[src/rtl/dmem_arbiter_pkg.sv]
// Shared definitions for the data-memory arbiter: FSM encoding and default sizes.
// Latency: not applicable (types and constants only).
// Backpressure: not applicable.
package dmem_arbiter_pkg;

    typedef enum logic [1:0] {
        ST_IDLE   = 2'd0,
        ST_ACCESS = 2'd1,
        ST_RESP   = 2'd2
    } state_e;

    localparam int unsigned ADDR_W_DEF    = 32;
    localparam int unsigned DATA_W_DEF    = 32;
    localparam int unsigned MEM_DEPTH_DEF = 1024;

endpackage

[src/rtl/dmem_arbiter_rr_arb2.sv]
// Two-way round-robin arbiter: a lone request wins, a tie goes to the port not granted last.
// Latency: combinational grant; the priority pointer moves at the clock edge after each grant.
// Backpressure: no grant at all while accept_i is low.
module rr_arb2
    import dmem_arbiter_pkg::*;
(
    input  logic       clk,
    input  logic       rst,
    input  logic [1:0] req_i,
    input  logic       accept_i,
    output logic [1:0] gnt_o
);

    // Last granted port; reset to 1 so port 0 wins the first tie.
    logic last_gnt_q, last_gnt_d;

    // Grant selection and priority pointer update.
    always_comb begin
        gnt_o      = 2'b00;
        last_gnt_d = last_gnt_q;
        if (accept_i) begin
            case (req_i)
                2'b01:   gnt_o = 2'b01;
                2'b10:   gnt_o = 2'b10;
                2'b11:   gnt_o = last_gnt_q ? 2'b01 : 2'b10;
                default: gnt_o = 2'b00;
            endcase
        end
        if (|gnt_o) begin
            last_gnt_d = gnt_o[1];
        end
    end

    // Priority pointer register.
    always_ff @(posedge clk or posedge rst) begin
        if (rst) begin
            last_gnt_q <= 1'b1;
        end else begin
            last_gnt_q <= last_gnt_d;
        end
    end

endmodule

[src/rtl/dmem_arbiter.sv]
// Shares the single-port data memory between two requesters, one access in flight at a time.
// Latency: gnt in cycle N, memory cycle N+1, registered response (rvalid) in N+2.
// Backpressure: requesters hold req until gnt; no grant during the memory cycle (1 access / 2 cycles).
module dmem_arbiter
    import dmem_arbiter_pkg::*;
#(
    parameter int unsigned ADDR_W    = ADDR_W_DEF,
    parameter int unsigned DATA_W    = DATA_W_DEF,
    parameter int unsigned MEM_DEPTH = MEM_DEPTH_DEF
) (
    input  logic              clk,
    input  logic              rst,
    input  logic              m0_req,
    input  logic              m0_we,
    input  logic [ADDR_W-1:0] m0_addr,
    input  logic [DATA_W-1:0] m0_wdata,
    output logic              m0_gnt,
    output logic              m0_rvalid,
    output logic [DATA_W-1:0] m0_rdata,
    output logic              m0_err,
    input  logic              m1_req,
    input  logic              m1_we,
    input  logic [ADDR_W-1:0] m1_addr,
    input  logic [DATA_W-1:0] m1_wdata,
    output logic              m1_gnt,
    output logic              m1_rvalid,
    output logic [DATA_W-1:0] m1_rdata,
    output logic              m1_err,
    output logic [ADDR_W-1:0] mem_A,
    output logic              mem_WE,
    output logic [DATA_W-1:0] mem_WD,
    input  logic [DATA_W-1:0] mem_RD
);

    localparam logic [ADDR_W-1:0] DEPTH_A = ADDR_W'(MEM_DEPTH);

    state_e            state_q, state_d;
    logic [1:0]        req, gnt;
    logic              accept, in_range;
    logic              port_q, we_q, err_q;
    logic [ADDR_W-1:0] addr_q;
    logic [DATA_W-1:0] wdata_q, rdata_q;

    assign req      = {m1_req, m0_req};
    // Grants only in IDLE/RESP; forcing them low in reset keeps every output quiet.
    assign accept   = (state_q != ST_ACCESS) && !rst;
    assign in_range = addr_q < DEPTH_A;
    assign m0_gnt   = gnt[0];
    assign m1_gnt   = gnt[1];

    rr_arb2 u_arb (
        .clk      (clk),
        .rst      (rst),
        .req_i    (req),
        .accept_i (accept),
        .gnt_o    (gnt)
    );

    // Next state, memory drive and response outputs; memory lines stay at zero outside ACCESS.
    always_comb begin
        state_d   = state_q;
        mem_A     = '0;
        mem_WE    = 1'b0;
        mem_WD    = '0;
        m0_rvalid = 1'b0;
        m1_rvalid = 1'b0;
        m0_rdata  = '0;
        m1_rdata  = '0;
        m0_err    = 1'b0;
        m1_err    = 1'b0;
        case (state_q)
            ST_IDLE: begin
                if (|gnt) state_d = ST_ACCESS;
            end
            ST_ACCESS: begin
                mem_A   = addr_q;
                mem_WD  = wdata_q;
                mem_WE  = we_q & in_range;
                state_d = ST_RESP;
            end
            ST_RESP: begin
                state_d = (|gnt) ? ST_ACCESS : ST_IDLE;
                if (port_q) begin
                    m1_rvalid = 1'b1;
                    m1_rdata  = rdata_q;
                    m1_err    = err_q;
                end else begin
                    m0_rvalid = 1'b1;
                    m0_rdata  = rdata_q;
                    m0_err    = err_q;
                end
            end
            default: state_d = ST_IDLE;
        endcase
    end

    // FSM state register; reset aborts any access in flight.
    always_ff @(posedge clk or posedge rst) begin
        if (rst) begin
            state_q <= ST_IDLE;
        end else begin
            state_q <= state_d;
        end
    end

    // Capture the winning request; fields presented after the grant are ignored.
    always_ff @(posedge clk or posedge rst) begin
        if (rst) begin
            port_q  <= 1'b0;
            we_q    <= 1'b0;
            addr_q  <= '0;
            wdata_q <= '0;
        end else if (|gnt) begin
            port_q  <= gnt[1];
            we_q    <= gnt[1] ? m1_we    : m0_we;
            addr_q  <= gnt[1] ? m1_addr  : m0_addr;
            wdata_q <= gnt[1] ? m1_wdata : m0_wdata;
        end
    end

    // Response registers loaded at the end of the memory cycle; writes and out-of-range give zero data.
    always_ff @(posedge clk or posedge rst) begin
        if (rst) begin
            rdata_q <= '0;
            err_q   <= 1'b0;
        end else if (state_q == ST_ACCESS) begin
            rdata_q <= (we_q || !in_range) ? '0 : mem_RD;
            err_q   <= !in_range;
        end
    end

endmodule

[config.mk]
export PLATFORM = sky130hd
export DESIGN_NAME = dmem_arbiter
export DESIGN_NICKNAME = d
export VERILOG_FILES = /design/src/rtl/dmem_arbiter_pkg.sv /design/src/rtl/dmem_arbiter_rr_arb2.sv /design/src/rtl/dmem_arbiter.sv
export SDC_FILE = /design/constraint.sdc
export NUM_CORES = 1
export LEC_CHECK = 0
export CAP_MARGIN = 20
export CORE_AREA = 4 4 128 130
export DETAILED_ROUTE_END_ITERATION = 10
export DIE_AREA = 0 0 132 134
export GPL_TIMING_DRIVEN = 0
export MAX_ROUTING_LAYER = met4
export PLACE_DENSITY_LB_ADDON = 0.1
export SETUP_SLACK_MARGIN = 0.15
export SLEW_MARGIN = 10
export SYNTH_ARGS = -nofsm -noshare
export SYNTH_HDL_FRONTEND = slang
export SYNTH_HIERARCHICAL = 1
export SYNTH_SLANG_ARGS = --single-unit
[constraint.sdc]
create_clock -name clk -period 4.59 [get_ports clk]
set_input_delay 0.459 -clock clk [delete_from_list [all_inputs] [get_ports clk]]
set_output_delay 0.459 -clock clk [all_outputs]
set_load 0.03 [all_outputs]
==> results of run 1 <==
## cells by family after synthesis
logic type	after synthesis	share of synthesized area, %
compound gates	102	14.86
buf+inv	87	6.317
flops	102	44.61
mux	65	11.37
simple gates	245	22.84
## worst paths after layout
| path | depth (start not counted) | end | startpoint | slack [ps] |
|---|---|---|---|---|
| max | 8 | m1_gnt | state_q[0]$_DFFE_PP0P_ | 870 |
| min | 1 | state_q[0]$_DFFE_PP0P_ | state_q[0]$_DFFE_PP0P_ | 470 |
| min reg2reg | 1 | state_q[0]$_DFFE_PP0P_ | state_q[0]$_DFFE_PP0P_ | 470 |
| min in group asynchronous | 2 | wdata_q[0]$_DFFE_PP0N_ | rst | 520 |
| max reg2reg | 11 | wdata_q[11]$_DFFE_PP0N_ | state_q[0]$_DFFE_PP0P_ | 1150 |
| max in group asynchronous | 3 | rdata_q[27]$_DFFE_PP0P_ | rst | 3430 |
## worst register-to-register path: stages, from the launching register on
cell and delay [ps]:
dfrtp_1 400, nand2b_1 70, clkbuf_1 300, inv_2 160, clkbuf_1 270, nor2_1 210, nand2_1 110, a21oi_1 590
clkbuf_1 510, clkbuf_1 450, nand2_1 140, o21ai_0 120
## Yosys cell counts
| cell | n |
|---|---|
| and2_1 | 130 |
| dfrtp_1 | 101 |
| nand2_1 | 99 |
| mux2i_1 | 65 |
| o21ai_0 | 65 |
| inv_1 | 37 |
| clkbuf_1 | 36 |
| o41ai_2 | 28 |
| buf_2 | 10 |
| nor2_1 | 4 |
| nor4_2 | 4 |
| o41ai_1 | 4 |
| buf_6 | 3 |
| a21oi_1 | 2 |
| a21o_1 | 1 |
| a21oi_2 | 1 |
| and3_1 | 1 |
| and3b_1 | 1 |
| dfstp_2 | 1 |
| inv_2 | 1 |
| nand2b_1 | 1 |
| nand3_1 | 1 |
| nand4_2 | 1 |
| nor3_1 | 1 |
| nor3b_1 | 1 |
| nor4_1 | 1 |
| o22a_1 | 1 |
## per-layer routing
| layer | share of wire [%] | global-route usage (%) | vias to the layer above |
|---|---|---|---|
| li1 | - | - | 2615 |
| met1 | 41 | 25.97 | 2549 |
| met2 | 49 | 38.03 | 219 |
| met3 | 7.4 | 6.714 | 30 |
| met4 | 2.5 | 7.643 | 0 |
| met5 | 0 | - | - |
## placed cells by master (no fill, tap or decap)
master and count:
a21o_1 1, a21oi_1 2, a21oi_2 1, and2_1 130
and3_1 1, and3b_1 1, buf_16 1, buf_2 10
buf_6 3, clkbuf_1 39, clkbuf_16 9, clkbuf_8 3
clkdlybuf4s50_1 300, clkinv_2 1, dfrtp_1 101, dfstp_2 1
inv_1 36, inv_2 1, inv_6 1, mux2i_1 65
nand2_1 99, nand2b_1 1, nand3_1 1, nand4_2 1
nor2_1 4, nor3_1 1, nor3b_1 1, nor4_1 1
nor4_2 4, o21ai_0 65, o22a_1 1, o41ai_1 4
o41ai_2 28
## through the flow
stage	setup WS [ps]	instance area [um2]	cells	power, W	hold slack (ps)
global placement	-189.2	8962	1089	0.002572	457.6
detailed placement	1055	8995	1090	0.002613	464.0
global route	594.0	9278	1106	0.003535	513.9
CTS	751.0	9278	1106	0.003364	472.8
floorplan	1484	5724	601	0.002036	348.7
finish	869.6	9278	1106	0.003323	465.8
## state kept, by name, indices dropped and copies added (netlist names)
register	count
state_q	2
addr_q	32
rdata_q	32
u_arb/last_gnt_q	1
wdata_q	32
we_q	1
err_q	1
port_q	1
## power by group through the flow
stage	clock (W)	combinational [W]	sequential, W
2_1_floorplan	0	0.000764	0.00127
3_3_place_gp	0	0.00125	0.00132
3_5_place_dp	0	0.00129	0.00133
4_1_cts	0.000754	0.00129	0.00132
5_1_grt	0.000786	0.00139	0.00136
6_report	0.000730	0.00127	0.00132
## area by class of cell
cell class | count | area [um2]
multi-input cells | 412 | 2809
well taps | 188 | 235.2
fillers | 1304 | 5868
clock buffers | 15 | 277.8
plain buffers | 49 | 219.0
flip-flops and latches | 102 | 2554
clock inverters | 1 | 5.005
repair buffers | 301 | 3030
inverters | 38 | 147.6
==> metrics.md, run 1 <==
| Metric | Value |
|---|---|
| Status | complete, no violations |
| Setup CP Type | reg2out |
| Syn Nets | 767 |
| Post-CTS setup buffer count | 0 |
| Critical Path RT | 4130 ps |
| Sw frac | 36.15% |
| Initial Util | 37.79% |
| CP top delay family | buffers and inverters |
| Max Clk Rate | 268.8 MHz |
| Setup violators final | 0 |
| GRT overflow | 0 |
| GRT Total Usage | 22.62% |
| Share of layout cells above drive strength 1 | 6.972% |
| Max-Cap Viols | 0 |
| CP most frequent cell | clkbuf_1 |
| Synth top area cells | dfrtp_1, and2_1, mux2i_1, o41ai_2, nand2_1 |
| Combinational group share of total power | 38.3% |
| Synth unique cells | 27 |
| Post-route ant nets | 0 |
| Critical Path Slowest Stage Cell | clkdlybuf4s50_1 |
| Io pins | 301 |
| Worst skew pair latency | 340 ps |
| WP data arrival | 3260 ps |
| Remaining DRCs | 0 |
| Syn Inst Count | 601 |
| PwrDens | 358.1 nW/um2 |
| CP Max Fanout | 10 |
| IR drop worst, VDD | 0.1941 mV |
| Core area | 15150 um2 |
| H-Tree Depth | 3 |
| Hold Vio Cnt, Final | 0 |
| Vias in the first global route | 5928 |
| Buffers on Ports | 300 |
| Routed len/inst | 17.64 um |
| Fin nets | 1079 |
| Die height | 134 um |
| Tcrit/Tclk final | 81.05% |
| Critical path buffers and inverters | 4 |
| Clock power frac | 22.0% |
| CTS Buf Count | 9 |
| Synth area leader | dfrtp_1 |
| Largest stage delay, worst path | 810 ps |
| Mapped Area | 5724 um2 |
| Worst Hold Class | reg2reg |
| Critical Path, Cell by Cell | nand2b_1, clkbuf_1, inv_2, clkbuf_1, nor2_1, nand2_1, a21oi_1, clkdlybuf4s50_1 |
| Pleak | 3.866 nW |
| Post-CTS sizing | 0 |
| Pin count of the biggest net entering global routing | 74 |
| # diodes | 0 |
| Min Clock Period, post-route | 3720 ps |
| Hold_buf cts | 0 |
| Slew margin rel. | 37.20% |
| Clock sink count | 102 |
| Dpl hpwl | 15500 um |
| Die Width | 132 um |
| Syn Area/Cell | 9.525 um2 |
| Final slew viol count | 0 |
| Layout area overhead | 62.08% |
| Vias per std cell | 4.894 |
| Top-area cell type share of the netlist area | 44.15% |
| DIE AREA | 17690 um2 |
| Int Power | 0.002122 W |
| Reg clk slew, reported paths | 60 ps |
| Via count | 5413 |
| Setup TNS | 0 ps |
| Clk_skew | 6.617 ps |
| Final core utilization | 61.26% |
| Yosys Warn Count | 6 |
| Initial antenna violation count | 0 |
| Initial DRC count | 225 |
| First-pass DRT Iterations | 4 |
| Net Sw Power | 0.001201 W |
| Sequential Power Share | 39.7% |
| RSZ-0062 raised after global routing | no |
| Seq/Total Area, Yosys | 44.61% |
| Yosys reg bits | 102 |
| Placer Congestion | 0.8896 |
| CTS root buf | clkbuf_16 |
| Crit. End Element | output port |
| Worst-case clock buffer depth | 2 |
| # rows | 45 |
| Detailed Route WL | 19510 um |
| CP startpoint kind | flip-flop |
| First-pass GRT wire length | 31140 um |
| CTS tree | done |
| Worst-margin pin slew | 940.0 ps |
Note: power is estimated with default switching activity, not from simulation.
==> run 2: changes to the inputs <==
==> constraint.sdc (replaced) <==
create_clock -name clk -period 3.6 [get_ports clk]
set_input_delay 0.36 -clock clk [delete_from_list [all_inputs] [get_ports clk]]
set_output_delay 0.36 -clock clk [all_outputs]
set_load 0.03 [all_outputs]
==> metrics.md, run 2 (synthesized netlist as in run 1, its figures left out) <==
| Metric | Value |
|---|---|
| Place WS | 65.42 ps |
| CP startpoint kind | flip-flop |
| Pin count of the biggest net entering global routing | 74 |
| Dpl hpwl | 15500 um |
| Crit path to | mem_A[15] |
| CP Max Fanout | 10 |
| Setup CP Type | reg2out |
| Setup violators final | 0 |
| Layout area overhead | 62.21% |
| Die height | 134 um |
| Int Power | 0.002705 W |
| Worst-margin pin slew | 956.2 ps |
| Layout fillers | 1308 |
| Fin nets | 1079 |
| Critical Path, Cell by Cell | nand2b_1, clkbuf_1, inv_2, clkbuf_2, clkbuf_1, and2_1, clkdlybuf4s50_1 |
| Pleak | 3.876 nW |
| Post-route ant nets | 0 |
| Share of layout cells above drive strength 1 | 7.298% |
| Initial antenna violation count | 1 |
| Net Sw Power | 0.001534 W |
| Remaining DRCs | 0 |
| Detailed Route WL | 19520 um |
| Stages on worst setup path | 7 |
| Vias in the first global route | 5940 |
| Setup TNS | 0 ps |
| CP most frequent cell | clkbuf_1 |
| Tcrit/Tclk final | 87.28% |
| Sw frac | 36.19% |
| Biggest regs | addr_q (32), rdata_q (32), wdata_q (32) |
| Combinational group share of total power | 38.3% |
| Routed len/inst | 17.63 um |
| Sequential Power Share | 39.7% |
| Critical R2R Launch | state_q[0]$_DFFE_PP0P_ |
| First-pass DRT Iterations | 6 |
| Placer Congestion | 0.8896 |
| Non-Filler Instances | 1107 |
| DIE AREA | 17690 um2 |
| RSZ-0062 raised after global routing | no |
| Buffers on Ports | 300 |
| CTS Buf Count | 9 |
| PwrDens | 456.6 nW/um2 |
| Status | complete, no violations |
| First-pass GRT wire length | 31160 um |
| Critical Path RT | 3240 ps |
| Io pins | 301 |
| Clock sink count | 102 |
| Crit path from | state_q[1]$_DFFE_PP0P_ |
| Worst-case clock buffer depth | 2 |
| Commonest non-fill, non-tap cells in the layout | clkdlybuf4s50_1, and2_1, dfrtp_1 |
| GRT Total Usage | 22.63% |
| CTS tree | done |
| Initial Util | 37.79% |
| CP top delay family | buffers and inverters |
| Vias per std cell | 4.878 |
| Critical Path Slowest Stage Cell | clkdlybuf4s50_1 |
| Pwr Total | 0.004240 W |
| Post-CTS setup buffer count | 0 |
| Slew margin rel. | 36.11% |
| Clk_skew | 6.438 ps |
| Core area | 15150 um2 |
| Final slew viol count | 0 |
| RR Endpoint | wdata_q[11]$_DFFE_PP0N_ |
| Clock power frac | 22.0% |
| Crit. End Element | output port |
| GRT overflow | 0 |
| Initial DRC count | 216 |
| Final core utilization | 61.31% |
| Worst skew pair latency | 340 ps |
| CTS root buf | clkbuf_16 |
| Die Width | 132 um |
| Worst Reg-to-Reg Cells | 12 |
| Worst Hold Class | in2async |
| Commonest non-fill, non-tap cell in the layout | clkdlybuf4s50_1 |
| Min Clock Period, post-route | 3142 ps |
| Largest stage delay, worst path | 690 ps |
| Max-Cap Viols | 0 |
| Critical path buffers and inverters | 5 |
| Via count | 5400 |
| Max Clk Rate | 318.3 MHz |
| Hold Vio Cnt, Final | 0 |
| Reg clk slew, reported paths | 60 ps |
| Placed insts | 1090 |
| WP data arrival | 2780 ps |
| H-Tree Depth | 3 |
| Final WS setup | 458.1 ps |
| # rows | 45 |
| IR drop worst, VDD | 0.2397 mV |
| R2R Setup Slk | 520 ps |
[run 2: stage by stage]
step | instance area, um2 | hold slack, ps
6_report | 9285 | 417.0
5_1_grt | 9285 | 438.3
4_1_cts | 9280 | 417.3
3_5_place_dp | 8995 | 464.0
3_3_place_gp | 8962 | 457.6
2_1_floorplan | 5724 | 249.7
[run 2: power by group through the flow]
stage / Combinational [W] / Clock, W / Sequential [W]
after floorplan: 0.000974 / 0 / 0.00162
after global placement: 0.00160 / 0 / 0.00168
after detailed placement: 0.00164 / 0 / 0.00169
after CTS: 0.00164 / 0.000961 / 0.00168
after global routing: 0.00178 / 0.00100 / 0.00173
final: 0.00162 / 0.000931 / 0.00168
[run 2: final cells by class]
type | count | area, um2 | area share, %
Antenna cell | 1 | 2.502 | 0.02695
Buffer | 49 | 221.5 | 2.385
Clock buffer | 15 | 277.8 | 2.992
Clock inverter | 1 | 5.005 | 0.05390
Inverter | 38 | 147.6 | 1.590
Multi-Input combinational cell | 412 | 2813 | 30.29
Sequential cell | 102 | 2554 | 27.50
Tap cell | 188 | 235.2 | 2.533
Timing Repair Buffer | 301 | 3029 | 32.62
[run 2: timing repair]
item,in CTS,in global routing
setup endpoints to repair,27,48
cloned,0,0
pin swaps,0,0
resized for setup,2,4
hold buffers,0,0
[run 2: worst min-delay path by stage]
stage                                      start                           end  slack [ps]  cells past startpoint
after global placement    state_q[0]$_DFFE_PP0P_        state_q[0]$_DFFE_PP0P_         460                      1
after global routing                         rst        wdata_q[3]$_DFFE_PP0N_         440                      2
final                                        rst        wdata_q[0]$_DFFE_PP0N_         420                      2
after detailed placement  state_q[0]$_DFFE_PP0P_        state_q[0]$_DFFE_PP0P_         460                      1
after CTS                                    rst        wdata_q[6]$_DFFE_PP0N_         420                      2
after floorplan                              rst  u_arb/last_gnt_q$_DFFE_PP1P_         250                      1
[run 2: routing by layer]
| metal | up-vias | wire length [um] | track usage [%] |
|---|---|---|---|
| met4 | 0 | 480 | 7.643 |
| li1 | 2616 | - | - |
| met5 | - | 0 | - |
| met1 | 2546 | 8001 | 25.95 |
| met2 | 208 | 9620 | 38.08 |
| met3 | 30 | 1417 | 6.714 |
[run 2: worst reg2reg max path: stages, from the launching register on]
cell	delay (ps)
dfrtp_1	400
nand2b_1	70
clkbuf_1	300
inv_2	150
clkbuf_1	270
nor2_1	210
nand2_1	70
a21oi_1	150
clkbuf_1	230
buf_2	330
buf_2	380
mux2i_1	270
o21ai_0	120
==> run 3: changes to the inputs <==
--- a/config.mk
+++ b/config.mk
@@ -7,12 +7,14 @@
 export LEC_CHECK = 0
 export CAP_MARGIN = 20
 export CORE_AREA = 4 4 128 130
+export CTS_CLUSTER_SIZE = 10
 export DETAILED_ROUTE_END_ITERATION = 10
 export DIE_AREA = 0 0 132 134
 export GPL_TIMING_DRIVEN = 0
 export MAX_ROUTING_LAYER = met4
 export PLACE_DENSITY_LB_ADDON = 0.1
 export SETUP_SLACK_MARGIN = 0.15
+export SKIP_CTS_REPAIR_TIMING = 1
 export SLEW_MARGIN = 10
 export SYNTH_ARGS = -nofsm -noshare
 export SYNTH_HDL_FRONTEND = slang
==> metrics.md, run 3 (synthesized netlist as in run 1, its figures left out) <==
| Metric | Value |
|---|---|
| Via count | 5400 |
| Clock sink count | 102 |
| Setup CP Type | reg2out |
| CP Max Fanout | 10 |
| IR drop worst, VDD | 0.2397 mV |
| DIE AREA | 17690 um2 |
| Routed len/inst | 17.63 um |
| Placed insts | 1090 |
| Min Clock Period, post-route | 3142 ps |
| Clk_skew | 6.438 ps |
| Placer Congestion | 0.8896 |
| First-pass DRT Iterations | 6 |
| Worst Hold Class | in2async |
| Setup TNS | 0 ps |
| Clock power frac | 22.0% |
| Worst skew pair latency | 340 ps |
| Initial antenna violation count | 1 |
| Die height | 134 um |
| Max Clk Rate | 318.3 MHz |
| Detailed Route WL | 19520 um |
| CTS tree | done |
| Non-Filler Instances | 1107 |
| # rows | 45 |
| Pwr Total | 0.004240 W |
| Vias in the first global route | 5928 |
| Pin count of the biggest net entering global routing | 74 |
| Critical Path RT | 3240 ps |
| Combinational group share of total power | 38.3% |
| Met1 wire length | 7996 um |
| First-pass GRT wire length | 31140 um |
| Highest Signal Layer | met4 |
| Multi-input gate area | 2813 um2 |
| Post-route ant nets | 0 |
| Worst-case clock buffer depth | 2 |
| GRT overflow | 0 |
| Design area | 9289 um2 |
| Met2 WL | 9621 um |
| Crit. End Element | output port |
| Status | complete, no violations |
| Post-Place Cell Area | 8995 um2 |
| Worst-margin pin slew | 956.2 ps |
| Setup violators final | 0 |
| CP startpoint kind | flip-flop |
| H-Tree Depth | 3 |
| Vias per std cell | 4.878 |
| Io pins | 301 |
| Slew margin rel. | 36.11% |
| Remaining DRCs | 0 |
| Die Width | 132 um |
| Layout area overhead | 62.27% |
| Core area | 15150 um2 |
| Dpl hpwl | 15500 um |
| WP data arrival | 2780 ps |
| Final slew viol count | 0 |
| CTS Buf Count | 9 |
| Layout fillers | 1306 |
| Int Power | 0.002706 W |
| Reg clk slew, reported paths | 60 ps |
| Final core utilization | 61.33% |
| Commonest non-fill, non-tap cell in the layout | clkdlybuf4s50_1 |
| Buffers on Ports | 300 |
| Hold Vio Cnt, Final | 0 |
| CTS root buf | clkbuf_16 |
| Initial DRC count | 216 |
| Register area | 2554 um2 |
| PwrDens | 456.5 nW/um2 |
| Metal3 WL | 1421 um |
| Initial Util | 37.79% |
| Share of layout cells above drive strength 1 | 7.298% |
| Net Sw Power | 0.001534 W |
| Fin nets | 1079 |
| Sequential Power Share | 39.7% |
| Commonest non-fill, non-tap cells in the layout | clkdlybuf4s50_1, and2_1, dfrtp_1 |
| Tcrit/Tclk final | 87.28% |
| Sw frac | 36.18% |
| Biggest regs | addr_q (32), rdata_q (32), wdata_q (32) |
| RSZ-0062 raised after global routing | no |
| GRT Total Usage | 22.62% |
| Pleak | 3.888 nW |
| Max-Cap Viols | 0 |
## run 3: worst paths after layout
kind                                        startpoint  cells after the start                 endpoint  slack [ps]
worst max-delay path            state_q[1]$_DFFE_PP0P_                      7                mem_A[15]         460
worst min-delay path                               rst                      2   wdata_q[0]$_DFFE_PP0N_         420
worst max register to register  state_q[0]$_DFFE_PP0P_                     12  wdata_q[11]$_DFFE_PP0N_         520
worst min register to register  state_q[0]$_DFFE_PP0P_                      1   state_q[0]$_DFFE_PP0P_         470
max in group asynchronous                          rst                      3  rdata_q[27]$_DFFE_PP0P_        2540
min in group clk                state_q[0]$_DFFE_PP0P_                      1   state_q[0]$_DFFE_PP0P_         470
## run 3: area by class of cell
class	count	share of cell area, %
Antenna cell	1	0.02694
Buffer	49	2.384
Clock buffer	15	2.990
Clock inverter	1	0.05388
Inverter	38	1.589
Multi-Input combinational cell	412	30.28
Sequential cell	102	27.49
Tap cell	188	2.532
Timing Repair Buffer	301	32.65
## run 3: power groups by stage
stage               Combinational [W]  Clock [W]  Sequential [W]
global placement              0.00160          0         0.00168
CTS                           0.00165   0.000961         0.00168
finish                        0.00163   0.000931         0.00168
detailed placement            0.00164          0         0.00169
floorplan                    0.000974          0         0.00162
global route                  0.00178    0.00100         0.00173
## run 3: stage by stage
stage	hold slack, ps	worst slack, ps
CTS	417.3	-140.0
detailed placement	464.0	65.42
global route	438.3	206.2
global placement	457.6	-1080
floorplan	249.7	592.9
finish	417.0	458.1
## run 3: metal layers
metal | GRT usage [%] | up-vias
li1 | - | 2616
met1 | 25.97 | 2546
met2 | 38.03 | 208
met3 | 6.714 | 30
met4 | 7.643 | 0
met5 | - | -
## run 3: worst max-delay path, cell delays in order, from the launching register on
cell             delay (ps)
dfrtp_1                 380
nand2b_1                140
clkbuf_1                200
inv_2                   180
clkbuf_2                300
clkbuf_1                350
and2_1                  210
clkdlybuf4s50_1         690
